## config.mk

```make
export PLATFORM = sky130hd
export DESIGN_NAME = relu_stream_arbiter
export DESIGN_NICKNAME = d
export VERILOG_FILES = /design/src/rtl/relu_stream_arbiter_pkg.sv /design/src/rtl/relu_pipe_stage.sv /design/src/rtl/relu_stream_arbiter.sv
export SDC_FILE = /design/constraint.sdc
export NUM_CORES = 1
export LEC_CHECK = 0
export BUFFER_PORTS_ARGS = -buffer_cell sky130_fd_sc_hd__buf_4
export CAP_MARGIN = 5
export CORE_MARGIN = 1.5
export CORE_UTILIZATION = 45
export DETAILED_ROUTE_END_ITERATION = 12
export GPL_TIMING_DRIVEN = 0
export PLACE_DENSITY = 0.84
export SLEW_MARGIN = 10
export SYNTH_ARGS = -nofsm -noshare
export SYNTH_HDL_FRONTEND = slang
export SYNTH_HIERARCHICAL = 1
export SYNTH_SLANG_ARGS = --single-unit
```

## constraint.sdc

```tcl
create_clock -name clk -period 1.88 [get_ports clk]
set_clock_uncertainty 0.15 [all_clocks]
set_input_delay 0.188 -clock clk [delete_from_list [all_inputs] [get_ports clk]]
set_output_delay 0.188 -clock clk [all_outputs]
set_load 0.03 [all_outputs]
```

## src/rtl/relu_stream_arbiter_pkg.sv

```systemverilog
// relu_stream_arbiter_pkg
//   Shared definitions for the ReLU stream arbiter slice.
//   - Default width constants for the arbiter and its output pipe stage.
//   - Arbiter state encoding (ST_IDLE = 0, ST_BURST = 1).
//   - Round-robin index wrap helper.
package relu_stream_arbiter_pkg;

    localparam int DEF_N_REQ  = 2;
    localparam int DEF_DATA_W = 8;
    localparam int DEF_ID_W   = 1;

    typedef enum logic {
        ST_IDLE  = 1'b0,
        ST_BURST = 1'b1
    } arb_state_t;

    // Wraps an index that can exceed n by less than n back into 0..n-1.
    function automatic int rr_wrap(input int idx, input int n);
        return (idx >= n) ? (idx - n) : idx;
    endfunction

endpackage

```

## src/rtl/relu_pipe_stage.sv

```systemverilog
// relu_pipe_stage
//   Registered ReLU output stage shared by all requesters.
//   Ports:
//     clk, reset_n            clock, async active-low reset
//     in_valid                beat offered by the arbiter this cycle
//     in_data/in_id/in_last   signed sample, source requester, burst end
//     out_ready               downstream accept
//     out_valid/out_data/out_id/out_last  registered output beat
module relu_pipe_stage
    import relu_stream_arbiter_pkg::*;
#(
    parameter int DATA_W = DEF_DATA_W,
    parameter int ID_W   = DEF_ID_W
) (
    input  logic              clk,
    input  logic              reset_n,
    input  logic              in_valid,
    input  logic [DATA_W-1:0] in_data,
    input  logic [ID_W-1:0]   in_id,
    input  logic              in_last,
    input  logic              out_ready,
    output logic              out_valid,
    output logic [DATA_W-1:0] out_data,
    output logic [ID_W-1:0]   out_id,
    output logic              out_last
);

    logic load;

    function automatic logic [DATA_W-1:0] relu(input logic [DATA_W-1:0] x);
        return x[DATA_W-1] ? '0 : x;
    endfunction

    // The arbiter only offers a beat when the register is free or draining,
    // so this guard never drops data; it keeps the stage safe on its own.
    assign load = in_valid & (~out_valid | out_ready);

    always_ff @(posedge clk or negedge reset_n) begin
        if (!reset_n) begin
            out_valid <= 1'b0;
            out_data  <= '0;
            out_id    <= '0;
            out_last  <= 1'b0;
        end else if (load) begin
            // A new beat replaces a draining one; valid stays high.
            out_valid <= 1'b1;
            out_data  <= relu(in_data);
            out_id    <= in_id;
            out_last  <= in_last;
        end else if (out_valid && out_ready) begin
            out_valid <= 1'b0;
        end
    end

endmodule

```

## src/rtl/relu_stream_arbiter.sv

```systemverilog
// relu_stream_arbiter
//   Round-robin burst arbiter sharing one registered ReLU stage between
//   N_REQ valid/ready activation streams; emits one tagged output stream.
//   Ports:
//     clk, reset_n                  clock, async active-low reset
//     s_valid/s_ready/s_last        per-requester handshake and burst end
//     s_data                        requester i at [i*DATA_W +: DATA_W]
//     m_valid/m_ready               output handshake
//     m_data/m_id/m_last            ReLU result, source requester, burst end
//     grant                         one-hot current grant, 0 when idle
//     busy                          burst in progress or output pending
//
//   state    | meaning
//   ---------+-----------------------------------------------------------
//   ST_IDLE  | no grant; pick next valid requester from rr_ptr onwards
//   ST_BURST | requester g owns the datapath until its last beat
module relu_stream_arbiter
    import relu_stream_arbiter_pkg::*;
#(
    parameter int N_REQ  = DEF_N_REQ,
    parameter int DATA_W = DEF_DATA_W,
    parameter int ID_W   = DEF_ID_W
) (
    input  logic                    clk,
    input  logic                    reset_n,
    input  logic [N_REQ-1:0]        s_valid,
    output logic [N_REQ-1:0]        s_ready,
    input  logic [N_REQ*DATA_W-1:0] s_data,
    input  logic [N_REQ-1:0]        s_last,
    output logic                    m_valid,
    input  logic                    m_ready,
    output logic [DATA_W-1:0]       m_data,
    output logic [ID_W-1:0]         m_id,
    output logic                    m_last,
    output logic [N_REQ-1:0]        grant,
    output logic                    busy
);

    arb_state_t        state;
    logic [ID_W-1:0]   g;
    logic [ID_W-1:0]   rr_ptr;

    logic              pick_found;
    logic [ID_W-1:0]   pick_idx;
    logic [ID_W-1:0]   cand;

    logic [DATA_W-1:0] sel_data;
    logic              sel_valid;
    logic              sel_last;
    logic              lane_open;
    logic              accept;

    // First valid requester scanning rr_ptr, rr_ptr+1, ... mod N_REQ.
    always_comb begin
        pick_found = 1'b0;
        pick_idx   = '0;
        cand       = '0;
        for (int k = 0; k < N_REQ; k++) begin
            cand = ID_W'(rr_wrap(int'(rr_ptr) + k, N_REQ));
            if (!pick_found && s_valid[cand]) begin
                pick_found = 1'b1;
                pick_idx   = cand;
            end
        end
    end

    // Granted lane only; other lanes never reach the datapath.
    always_comb begin
        sel_data  = '0;
        sel_valid = 1'b0;
        sel_last  = 1'b0;
        for (int i = 0; i < N_REQ; i++) begin
            if (g == ID_W'(i)) begin
                sel_data  = s_data[i*DATA_W +: DATA_W];
                sel_valid = s_valid[i];
                sel_last  = s_last[i];
            end
        end
    end

    // grant is one-hot of g throughout a burst, so it doubles as the ready mask.
    assign lane_open = (state == ST_BURST) & (~m_valid | m_ready);
    assign s_ready   = lane_open ? grant : '0;
    assign accept    = lane_open & sel_valid;
    assign busy      = (state != ST_IDLE) | m_valid;

    always_ff @(posedge clk or negedge reset_n) begin
        if (!reset_n) begin
            state  <= ST_IDLE;
            g      <= '0;
            rr_ptr <= '0;
            grant  <= '0;
        end else begin
            case (state)
                ST_IDLE: begin
                    if (pick_found) begin
                        g     <= pick_idx;
                        grant <= N_REQ'(1) << pick_idx;
                        state <= ST_BURST;
                    end
                end
                ST_BURST: begin
                    // No preemption: only the granted requester's last beat ends the burst.
                    if (accept && sel_last) begin
                        state  <= ST_IDLE;
                        grant  <= '0;
                        rr_ptr <= ID_W'(rr_wrap(int'(g) + 1, N_REQ));
                    end
                end
                default: begin
                    state <= ST_IDLE;
                    grant <= '0;
                end
            endcase
        end
    end

    relu_pipe_stage #(
        .DATA_W (DATA_W),
        .ID_W   (ID_W)
    ) u_pipe (
        .clk       (clk),
        .reset_n   (reset_n),
        .in_valid  (accept),
        .in_data   (sel_data),
        .in_id     (g),
        .in_last   (sel_last),
        .out_ready (m_ready),
        .out_valid (m_valid),
        .out_data  (m_data),
        .out_id    (m_id),
        .out_last  (m_last)
    );

endmodule

```

Yosys cells after proc, flatten, opt, wreduce, memory -nomap -nowiden
Index checks and enable logic that the tools add are counted.
W data, S select, Z words.
- bits in registers: 16
- logic and storage cells: 60
- output and inout port bits: 16
- add/sub/neg operators: 5
- shift operators: 1
- multiplexer cells: 24
- reductions and logical operators: 8
- bitwise logic cells: 7
- magnitude comparators: 5
- equal/unequal tests: 2
- operators with widths (operator ; count):
    $mux W1 ; 17
    $mux W8 ; 1
    $mux W7 ; 1
    $mux W2 ; 3
    $reduce_and A2 Y1 ; 3
    $add A1 B1 Y2 const B ; 2
    $ge A2 B2 Y1 const B ; 2
    $lt A1 B2 Y1 const B ; 2
    $pmux W2 S2 ; 1
    $and A1 B1 Y1 ; 3
    $logic_and A1 B1 Y1 ; 3
    $sub A1 B1 Y1 const B ; 3
    $ge A1 B2 Y1 const B ; 1
    $ne A2 B1 Y1 const B ; 1
    $ne A2 B2 Y1 const B ; 1
    $not A1 Y1 ; 2
    $or A1 B1 Y1 ; 2
    $pmux W1 S2 ; 1
    $reduce_bool A2 Y1 ; 1
    $shl A1 B1 Y2 const A ; 1
    $logic_not A1 Y1 ; 1

Logic depth before layout (Yosys ltp)
- word-level depth: 11
- depth in mapped cells: 4

By module
Netlist, hierarchy kept.
- by module, submodules not included (module ; cells each ; area an instance (um2) ; sequential area each (um2) ; instances):
    relu_pipe_stage ; 31 ; 476.7 ; 250.2 ; 1
    relu_stream_arbiter ; 36 ; 375.4 ; 125.1 ; 1

Worst setup path before layout
No wires, ideal clock.
- path kind: register to register
- start: reg g
- end: reg u_pipe.out_data[0]
- cell stages (with the launch flop): 5
- required time: 1.605 ns
- arrival time: 1.408 ns
- clock period less this slack: 1.683 ns
- library setup time: 0.125 ns
- slack: 0.197 ns
- path through: dfrtp_1 > mux2_2 > and3_2 > nand2_4 > mux2_4
- longest elaborated chain between the ends: 3
- elaborated cells on any way between the ends: 5
- classes of those cells: mux: 3; bitwise: 2
- RTL lines (item ; line ; RTL):
    start: declaration ; relu_stream_arbiter.sv:40 ; logic [ID_W-1:0] g;
    start signal: assignment ; relu_stream_arbiter.sv:97 ; g <= pick_idx;
    $mux W1 ; relu_stream_arbiter.sv:73 ; if (g == ID_W'(i)) begin
    $and A1 B1 Y1 ; relu_stream_arbiter.sv:84 ; assign accept = lane_open & sel_valid;
    net accept ; relu_stream_arbiter.sv:51 ; logic accept;
    $and A1 B1 Y1 ; relu_pipe_stage.sv:36 ; assign load = in_valid & (~out_valid | out_ready);
    end signal: assignment ; relu_pipe_stage.sv:47 ; out_data <= relu(in_data);
    end: declaration ; relu_pipe_stage.sv:23 ; output logic [DATA_W-1:0] out_data,
The timed path passes the listed nets, and every way through them passes these cells.
A chain may end at the register's enable or synchronous reset.

Worst setup path after layout
- start: reg g
- end: reg u_pipe.out_id
- longest elaborated chain between the ends: 3
- RTL lines (item ; line ; RTL):
    $mux W1 ; relu_stream_arbiter.sv:73 ;
    $and A1 B1 Y1 ; relu_stream_arbiter.sv:84 ;
    net accept ; relu_stream_arbiter.sv:51 ;
    $and A1 B1 Y1 ; relu_pipe_stage.sv:36 ;
    end signal: assignment ; relu_pipe_stage.sv:48 ; out_id <= in_id;
    end: declaration ; relu_pipe_stage.sv:24 ; output logic [ID_W-1:0] out_id,
The timed path passes the listed nets, and every way through them passes these cells.

==> impl_metrics.ini <==
[cts]
cts_tree = built
cts_buffers = 3
cts_buffer_depth = 2
postCtsHoldBufs = 1
cts_resized = 0
ctsHtreeMaxLevel = 1
cts_setup_buffers = 0
clock_latency_ps = 280
cts_root_buffer = clkbuf_4
cts.clk_slew.worst_paths_ps = 80
clkSinkCount = 15

[critical_path]
critical_path_required_ps = 1900
end_kind = flip-flop
arrival_ps = 1790
rrSetupSlack_ps = 110
path_class = flip-flop to flip-flop
crit_fanout = 9
max_stage_delay_ps = 410
path_cells = mux2_2 -> and3_2 -> nand2_4 -> mux2_4
start_kind = flip-flop
critPathSlowestCell = dfrtp_1

[pwr]
p_total_uw = 1880
ir_worst_vdd_v = 0.000745
switching_share_pct = 41.4
power_switching_uw = 778
combPwrFrac_pct = 59.3
p_per_area_mw_per_mm2 = 1570
clkPwrFrac_pct = 9.5
p_int_uw = 1100
p_leak_uw = 0.000631
power_frac_seq_pct = 31.2

[sta]
fmax_mhz = 565
finalHoldViolCount = 0
fin_ws_ps = 109
tns_ps = 0
maxSlewViolCount = 0
setup_viol_count_final = 0
period_share_pct = 94.2
rsz0062_at_grt = no
period_needed_ps = 1770

[cells_and_area]
instances_no_fill = 134
layout-drive-gt1-share_pct = 54.1
diodes = 0
final_nets = 133
final_common_cell = buf_4
final_cell_mix = buf_4, dfrtp_1, mux2_4
synthToLayoutAreaGrowth_pct = 40.5
nFillCells = 147

[logic_synthesis]
postSynthAreaPerCell_um2 = 12.7
synth_cells = 67
synth.area.top_cells = dfrtp_1, mux2_4, mux2_1
synth_fp_nets = 90
synth_cell_types = 25
synth-seq-cells = 15
yosysWarningCount = 6
syn-cell-area_um2 = 852
ys_seq_area_share_pct = 44.1
netlist.area_leader.share_pct = 44.1
synth_top_area_cell = dfrtp_1

[global_route]
grt_pass1_vias = 633
grt_max_degree = 16
antenna_found_initial = 0
track_usage_pct = 17.7
grt_overflow_total = 0
grt_pass1_wl_um = 2700

[placed_design]
pre_cts_ws_ps = 108
placedCellCount = 129
hpwlAfterDp_um = 1380
gp_congestion = 0.869
port_buffers = 37

[hold_path]
hold_class = input pin to flip-flop

[route]
dr_total_vias = 672
ant_nets = 0
dr.pass1.iters = 2
wl_um = 1720
drt_first_iter_violations = 2
detail_route.wl_per_cell_um = 12.9
vias_per_cell = 5.01
drc = 0

[die]
die_w_um = 46.5
fp.dieH_um = 46.5
ios = 39
dieArea_mm2 = 0.00216
core_area_mm2 = 0.00175
start_util_pct = 48.8
fp-row-count = 15

[outcome]
run_status = completed

[job]
maxCapViolCount = 0
[worst max-delay path, delay by kind of cell, from the launching register on]
family        cells  cell delay, ps
mux               2             670
simple gates      2             420
flops             1             410
[metal layers]
layer	up-vias	wire length [um]	GRT usage [%]
met4	0	22	5.71
met3	3	117	2.75
met1	318	733	22.6
met5	-	0	0
met2	34	849	30.3
li1	317	-	-
[registers in the layout, indices dropped and copies added (netlist names)]
signal / count
state: 1
g: 1
u_pipe/out_id: 1
u_pipe/out_data: 7
grant: 2
u_pipe/out_last: 1
rr_ptr: 1
u_pipe/out_valid: 1
[power groups by stage]
stage | registers [uW] | logic [uW] | clock network (uW)
after floorplan | 789 | 572 | 0
after global placement | 583 | 1090 | 0
after detailed placement | 588 | 1120 | 0
after CTS | 587 | 1120 | 183
after global routing | 608 | 1180 | 194
final | 587 | 1110 | 179
[logic make-up after synthesis]
family / Yosys count / share of synthesized area [%]
AOI/OAI and AO/OA: 6 / 5.58
buffers and inverters: 3 / 1.91
DFF: 15 / 44.1
muxes: 19 / 29.5
other: 1 / 0.440
and+or+nand+nor: 23 / 18.5
[path summary, 6_finish.rpt]
| check | startpoint | to | cells past startpoint |
|---|---|---|---|
| worst max-delay path | g | u_pipe/out_id | 4 |
| worst min-delay path | m_ready | u_pipe/out_valid | 3 |
| worst max register to register | g | u_pipe/out_id | 4 |
| worst min register to register | u_pipe/out_data[5] | u_pipe/out_data[5] | 1 |
| max in group asynchronous | reset_n | u_pipe/out_data[5] | 2 |
| min in group asynchronous | reset_n | rr_ptr | 2 |
[cell usage after synthesis]
| cell type | number |
|---|---|
| o32ai_1 | 1 |
| or2_2 | 1 |
| inv_1 | 1 |
| o21ai_0 | 1 |
| nand2_4 | 1 |
| mux2_1 | 8 |
| o21ai_1 | 1 |
| a2bb2oi_2 | 1 |
| dfrtp_1 | 15 |
| o22ai_1 | 1 |
| buf_4 | 1 |
| mux2_4 | 10 |
| nand2b_4 | 1 |
| and2_1 | 2 |
| nand2b_1 | 3 |
| buf_2 | 1 |
| and2b_1 | 4 |
| and3_2 | 1 |
| and4_4 | 1 |
| o21bai_1 | 1 |
| nand2_1 | 4 |
| and3_1 | 2 |
| nor2b_1 | 3 |
| mux2_2 | 1 |
| conb_1 | 1 |
[final cells by class]
class,count,area [um2],area share (%)
multi-input combinational,49,460,38.5
sequential,15,375,31.3
timing repair buffer,38,288,24.0
tap,25,31.3,2.61
clock buffer,4,26.3,2.19
buffer,2,12.5,1.04
inverter,1,3.75,0.313
[metrics by stage]
| stage | hold WS [ps] | cell area, um2 | utilization (%) |
|---|---|---|---|
| after floorplan | -258 | 852 | - |
| after global placement | -101 | 1160 | 66.5 |
| after detailed placement | -100 | 1160 | 66.5 |
| after CTS | 45.2 | 1200 | 68.6 |
| after global routing | 50.8 | 1200 | 68.6 |
| final | 48.4 | 1200 | 68.6 |
Power figures use the tool's default switching activity.
